==> src/rtl/gcd_engine.sv <==
// Handshaked GCD engine: subtractive Euclid or binary (Stein) algorithm per transaction,
// reporting gcd(a,b) and the number of iteration cycles spent in CALC.
module gcd_engine #(
  parameter int DATA_WIDTH = 8,
  parameter int CNT_WIDTH  = 16
) (
  input  logic                  clk_i,
  input  logic                  reset_i,
  input  logic                  in_valid_i,
  output logic                  in_ready_o,
  input  logic [DATA_WIDTH-1:0] operand_a_i,
  input  logic [DATA_WIDTH-1:0] operand_b_i,
  input  logic                  mode_i,
  output logic                  out_valid_o,
  input  logic                  out_ready_i,
  output logic [DATA_WIDTH-1:0] gcd_o,
  output logic [CNT_WIDTH-1:0]  cycles_o
);

  localparam int K_WIDTH = $clog2(DATA_WIDTH) + 1;
  localparam logic [CNT_WIDTH-1:0] CNT_ONE = 1;
  localparam logic [K_WIDTH-1:0]   K_ONE   = 1;

  typedef enum logic [1:0] {
    S_IDLE,
    S_CALC,
    S_DONE
  } state_t;

  state_t                state;
  logic [DATA_WIDTH-1:0] a_q;
  logic [DATA_WIDTH-1:0] b_q;
  logic                  mode_q;
  logic [K_WIDTH-1:0]    k_q;
  logic [CNT_WIDTH-1:0]  cnt_q;

  logic                  finished;
  logic [DATA_WIDTH-1:0] result;
  logic [CNT_WIDTH-1:0]  cnt_next;

  // Termination is judged on the registered operands before any update this cycle.
  always_comb begin
    finished = (a_q == b_q) || (a_q == '0) || (b_q == '0);
    result   = ((a_q == '0) ? b_q : a_q) << k_q;
    cnt_next = (cnt_q == '1) ? cnt_q : cnt_q + CNT_ONE;
  end

  // NOTE: every register in the single state machine uses non-blocking assignment, so all
  // right-hand sides read the values from before the clock edge regardless of statement order.
  always_ff @(posedge clk_i or posedge reset_i) begin
    if (reset_i) begin
      state       <= S_IDLE;
      in_ready_o  <= 1'b1;
      out_valid_o <= 1'b0;
      gcd_o       <= '0;
      cycles_o    <= '0;
      a_q         <= '0;
      b_q         <= '0;
      mode_q      <= 1'b0;
      k_q         <= '0;
      cnt_q       <= '0;
    end else begin
      case (state)
        S_IDLE: begin
          if (in_valid_i && in_ready_o) begin
            a_q        <= operand_a_i;
            b_q        <= operand_b_i;
            mode_q     <= mode_i;
            k_q        <= '0;
            cnt_q      <= '0;
            in_ready_o <= 1'b0;
            state      <= S_CALC;
          end
        end

        S_CALC: begin
          cnt_q <= cnt_next;
          if (finished) begin
            gcd_o       <= result;
            cycles_o    <= cnt_next;
            out_valid_o <= 1'b1;
            state       <= S_DONE;
          end else if (!mode_q) begin
            if (a_q > b_q) a_q <= a_q - b_q;
            else           b_q <= b_q - a_q;
          end else begin
            // Binary rules in priority order; common factors of two are counted in k.
            if (!a_q[0] && !b_q[0]) begin
              a_q <= a_q >> 1;
              b_q <= b_q >> 1;
              k_q <= k_q + K_ONE;
            end else if (!a_q[0]) begin
              a_q <= a_q >> 1;
            end else if (!b_q[0]) begin
              b_q <= b_q >> 1;
            end else if (a_q > b_q) begin
              a_q <= a_q - b_q;
            end else begin
              b_q <= b_q - a_q;
            end
          end
        end

        S_DONE: begin
          if (out_ready_i) begin
            out_valid_o <= 1'b0;
            in_ready_o  <= 1'b1;
            state       <= S_IDLE;
          end
        end

        default: begin
          state       <= S_IDLE;
          in_ready_o  <= 1'b1;
          out_valid_o <= 1'b0;
        end
      endcase
    end
  end

endmodule

==> config.mk <==
export PLATFORM = sky130hd
export DESIGN_NAME = gcd_engine
export DESIGN_NICKNAME = d
export VERILOG_FILES = /design/src/rtl/gcd_engine.sv
export SDC_FILE = /design/constraint.sdc
export NUM_CORES = 1
export LEC_CHECK = 0
export BUFFER_PORTS_ARGS = -buffer_cell sky130_fd_sc_hd__buf_2
export CORE_MARGIN = 2
export CORE_UTILIZATION = 50
export DETAILED_ROUTE_END_ITERATION = 6
export PLACE_DENSITY = 0.71
export SETUP_SLACK_MARGIN = 0.15
export SLEW_MARGIN = 20
export SYNTH_ARGS = -nofsm -noshare
export SYNTH_HDL_FRONTEND = slang
export SYNTH_SLANG_ARGS = --single-unit
==> constraint.sdc <==
create_clock -name clk_i -period 2.5 [get_ports clk_i]
set_clock_uncertainty 0.1 [all_clocks]
set_input_delay 0.125 -clock clk_i [delete_from_list [all_inputs] [get_ports clk_i]]
set_output_delay 0.125 -clock clk_i [all_outputs]
set_load 0.03 [all_outputs]
# Word level (Yosys, flattened, before mapping)
# Cells that the tools add are included.
# classes
add_sub_neg,4
n_lt_le_gt_ge,1
eq_ne,16
shifts,1
muxes,37
n_bitwise,2
reduce_logical,21
# ops
op,count
8-bit 2-to-1 mux,17
16-bit 2-to-1 mux,2
16-bit one-hot mux with 2 select lines,1
8-bit one-hot mux with 2 select lines,2
"16-bit by 1-bit adder with 16-bit output, second input constant",1
"16-bit == test, second input constant",1
8-bit logical NOT,2
4-bit 2-to-1 mux,4
8-bit subtractor,2
"2-bit != test, second input constant",6
"4-bit != test, second input constant",3
6-bit AND reduction,2
5-bit AND reduction,2
3-bit AND reduction,3
8-bit == test,1
8-bit > comparator,1
4-bit one-hot mux with 2 select lines,1
8-bit by 4-bit << shifter with 8-bit output,1
2-bit 2-to-1 mux,3
"3-bit != test, second input constant",2
1-bit one-hot mux with 3 select lines,2
2-bit one-hot mux with 3 select lines,1
2-bit AND reduction,3
"5-bit != test, second input constant",1
other kinds (11),18
# totals
regBits,65
input_bits,21
output_inout_bits,26
elab_cells,94

# Depth between registers and ports, before layout
# logic_depth
ltp_word,8
mapped_depth,12
mapped_depth_nobuf,10

# Least setup slack after synthesis
# OpenSTA, ideal clock, no wires.
# synth_timing
path_type,reg-to-reg
from,reg a_q[0]
to,reg a_q[7]
setup_time_ps,127
t_arrival_ps,2382
required_time_ps,2273
setup_slack_ps,-109
stages_incl_launch_ff,12
path_cell_list,dfrtp_1 inv_1 ha_1 inv_1 fa_1 a211oi_1 o21a_1 a211o_1 buf_6 a211o_1 a211oi_1 a21oi_1
# synth_via
elab_chain_cells,8
# synth_rtl
element,line_no,rtl
"start, declared",31,logic [DATA_WIDTH-1:0] a_q;
"start signal, assigned",66,a_q <= operand_a_i;
"start signal, assigned",84,if (a_q > b_q) a_q <= a_q - b_q;
"start signal, assigned",89,a_q <= a_q >> 1;
8-bit subtractor,"84, 97",
8-bit 2-to-1 mux,96,end else if (a_q > b_q) begin
8-bit 2-to-1 mux,94,end else if (!b_q[0]) begin
8-bit 2-to-1 mux,92,end else if (!a_q[0]) begin
8-bit 2-to-1 mux,88,if (!a_q[0] && !b_q[0]) begin
8-bit 2-to-1 mux,83,end else if (!mode_q) begin
8-bit 2-to-1 mux,78,if (finished) begin
8-bit one-hot mux with 2 select lines,63,case (state)
# Parallel ways exist; a longest one is shown, timed or not. The select of a mux whose other input is x is not followed.
# A chain may end at the register's enable or synchronous reset.

# Worst setup path after layout
# layout_timing
from,reg a_q[0]
to,reg b_q[2]
# layout_via
elab_chain_cells,8
# layout_rtl
element,line_no,rtl
8-bit subtractor,"85, 99",
8-bit 2-to-1 mux,96,
8-bit 2-to-1 mux,94,
8-bit 2-to-1 mux,92,
8-bit 2-to-1 mux,88,
8-bit 2-to-1 mux,83,
8-bit 2-to-1 mux,78,
8-bit one-hot mux with 2 select lines,63,
"end signal, assigned",67,b_q <= operand_b_i;
"end signal, assigned",85,else b_q <= b_q - a_q;
"end signal, assigned",90,b_q <= b_q >> 1;
"end, declared",32,logic [DATA_WIDTH-1:0] b_q;
# Parallel ways exist; a longest one is shown, timed or not. The select of a mux whose other input is x is not followed.

==> flow_metrics.env <==
export IMPL_status="finished clean"
export IMPL_start_util=0.511
export IMPL_crit_path_end_kind="register"
export IMPL_final_hold_violation_count=0
export IMPL_crit_end="b_q[2]"
export IMPL_final_max_slew_violation_count=0
export IMPL_syn_inst=513
export IMPL_setup_viol=0
export IMPL_setup_worst_path_start="a_q[0]"
export IMPL_relSlewSlack=0.388
export IMPL_worst_pin_slew_ps=914
export IMPL_critPathLaunchType="register"
export IMPL_worst_ep_arrival_time_ps=2590
export IMPL_area_delta_synth_final_pct=35.3
export IMPL_cts_root_buf="clkbuf_8"
export IMPL_ir_drop_mv=1.18
export IMPL_yosysTopAreaCellShare=0.363
export IMPL_max_cap_viol_count=0
export IMPL_r2r_setup_slack_ps=50
export IMPL_synth_top_cells_by_count="dfrtp_1 (64), nand2_1 (64), o21ai_0 (46)"
export IMPL_setup_tns_final_ps=0
export IMPL_layout_setup_ws_ps=47.6
export IMPL_fmax_mhz=408
export IMPL_syn_area_mm2=0.00442
export IMPL_path_depth=11
export IMPL_grt_pass1_wl_mm=21.2
export IMPL_cpMostUsedCell="inv_4"
export IMPL_route_detailed_drc=0
export IMPL_grt_use_total=0.274
export IMPL_critPathMaxFanout=5
export IMPL_min_period_over_period=0.981
export IMPL_async_reset_ff_frac=1.00
export IMPL_period_minus_slack_ps=2450
export IMPL_die_area_mm2=0.00960
export IMPL_p_leak_nw=2.66
export IMPL_ioPinCount=47
export IMPL_drt_pass1_iter_count=5
export IMPL_clk_pin_slew_ps=80
export IMPL_vias_per_cell=5.98
export IMPL_overflow=0
export IMPL_grt_max_degree=39
export IMPL_crit_required_ps=2640
export IMPL_post_route_cell_area_mm2=0.00597
export IMPL_routedWlPerCell_um=17.3
export IMPL_cp_slowest_cell="dfrtp_2"
export IMPL_clock_path_buffers=2
export IMPL_clock_sinks=65
export IMPL_hpwlAfterDp_mm=9.00
export IMPL_clock_latency_ps=350
export IMPL_gp_congestion=0.910
export IMPL_path_cells="inv_4, ha_4, inv_4, fa_2, a211oi_2, o21a_1, a211o_4, buf_6, o21ba_4, a221oi_4, a21oi_2"
export IMPL_synth_net_count=555
export IMPL_placed_area_mm2=0.00513
export IMPL_grt_pass1_vias=4203
export IMPL_synth_edf_count=0
export IMPL_yosys_warnings=0
export IMPL_synth_top_area_cell="dfrtp_1"
export IMPL_drt_initial_drc_count=297
export IMPL_rr_worst_depth=11
export IMPL_fp_coreArea_mm2=0.00864
export IMPL_rsz0062_at_grt="yes"
export IMPL_antenna_found_initial=0
export IMPL_drive_above_1_share=0.313
export IMPL_wl_mm=12.8
export IMPL_ys_types=65
export IMPL_chipWidth_um=98.0
export IMPL_postRouteAntennaNets=0
export IMPL_cp_num_buf_inv=3
export IMPL_dieHeight_um=98.0
export IMPL_num_antenna_cells=0
export IMPL_synth_ff_type="dfrtp_1"
export IMPL_cp_top_family="compound AO/OA/AOI/OAI gates"
export IMPL_path_class="reg2reg"
export IMPL_n_fill_cell=687
export IMPL_syn_area_per_cell_um2=8.61
export IMPL_io_buffer_count=46
export IMPL_rr_endpoint="b_q[2]"
export IMPL_max_stage_delay_ps=390
export IMPL_dr_total_vias=4431
export IMPL_hold_path_class="in2reg"
export IMPL_layout_nets=670
export IMPL_place_ws_ps=-21.4
export IMPL_htree_levels=3
export IMPL_ys_seq_area_frac=0.369
export IMPL_cts_tree="built"
export IMPL_cts_buffers=9
export IMPL_ys_seq_elements=65
export IMPL_power_density_mw_per_mm2=1540
export IMPL_ys_top_cells_by_area="dfrtp_1 (36%), nand2_1 (5.4%), ha_1 (5.4%)"
export IMPL_core_rowCount=34
export IMPL_rr_startpoint="a_q[0]"
## worst reg2reg max path, delay by kind of cell (launching register included)
family	cells	cell delay, ps
flops	1	390
compound gates	6	1240
buf+inv	3	250
fa+ha+maj	2	370
## area by class of cell
cell class / count / area [um2] / share of cell area
Tap cell: 108 / 135 / 0.0226
Multi-Input combinational cell: 397 / 2900 / 0.485
Timing Repair Buffer: 129 / 986 / 0.165
Clock buffer: 10 / 128 / 0.0214
Clock inverter: 6 / 90.1 / 0.0151
Inverter: 26 / 103 / 0.0172
Sequential cell: 65 / 1640 / 0.274
## layer usage
layer / routed length (um) / GRT usage / up-vias / share of wire
met5: 0 / 0 / - / 0
met4: 351 / 0.112 / 0 / 0.027
met3: 799 / 0.0472 / 38 / 0.062
met2: 6000 / 0.426 / 179 / 0.47
met1: 5650 / 0.381 / 2100 / 0.44
li1: - / - / 2114 / -
## state kept, by name (all words and copies together) (netlist names)
register	count
gcd_o	8
b_q	8
out_valid_o	1
k_q	4
cnt_q	16
state	2
in_ready_o	1
a_q	8
cycles_o	16
mode_q	1
## power breakdown
part / switching [mW] / total [mW] / internal [mW]
clock network: 0.448 / 1.01 / 0.565
registers: 0.374 / 1.78 / 1.41
logic: 3.56 / 6.41 / 2.85
total: 4.38 / 9.21 / 4.82
## layout by cell type, fill, tap and decap left out, types with 5 or more instances in the layout
cell           instances
nand2_1               60
buf_4                 59
dfrtp_1               56
buf_2                 46
nor2_1                40
o21ai_0               40
a21oi_1               34
inv_1                 19
dlygate4sd3_1         15
nand3_1               12
xor2_1                12
o21ai_1               10
xnor2_1               10
mux2i_1               10
and3_1                 9
ha_1                   9
clkbuf_8               9
nor3_1                 8
dfrtp_2                8
o31ai_1                7
nor2b_1                6
ha_4                   6
inv_2                  5
a41oi_1                5
a31oi_1                5
a21o_1                 5
a221oi_2               5
## worst min-delay path by stage
stage                    start          end  slack (ps)  cells after the start
floorplan               mode_i       mode_q         140                      2
global placement       reset_i  out_valid_o         140                      2
detailed placement     reset_i  out_valid_o         140                      2
CTS                 in_valid_i   in_ready_o          20                      4
global route        in_valid_i   in_ready_o          30                      4
finish              in_valid_i   in_ready_o          20                      4
## metrics by stage
stage / hold WS (ps) / power (mW) / std cells / utilization
after CTS: 19.0 / 8.59 / 735 / 0.664
after floorplan: 142 / 5.29 / 513 / -
after detailed placement: 144 / 7.03 / 697 / 0.594
after global routing: 30.2 / 9.85 / 741 / 0.692
final: 20.9 / 9.21 / 741 / 0.692
after global placement: 136 / 6.95 / 697 / 0.594
## cell families after synthesis
logic type / count (synthesis) / synth area share
AOI/OAI and AO/OA: 170 / 0.255
buffers and inverters: 51 / 0.0516
and+or+nand+nor: 174 / 0.196
adders and majority gates: 21 / 0.0629
muxes: 10 / 0.0227
xor gates and xnor gates: 22 / 0.0436
DFF: 65 / 0.369
## repair_timing
action	in CTS	in global routing
hold endpoints to repair	42	0
setup buffers	6	4
endpoints found under the setup margin	28	41
hold buffers	15	0
pin swaps	8	19
gates resized for setup	33	40
cloned	1	2
(Power assumes the default switching activity.)
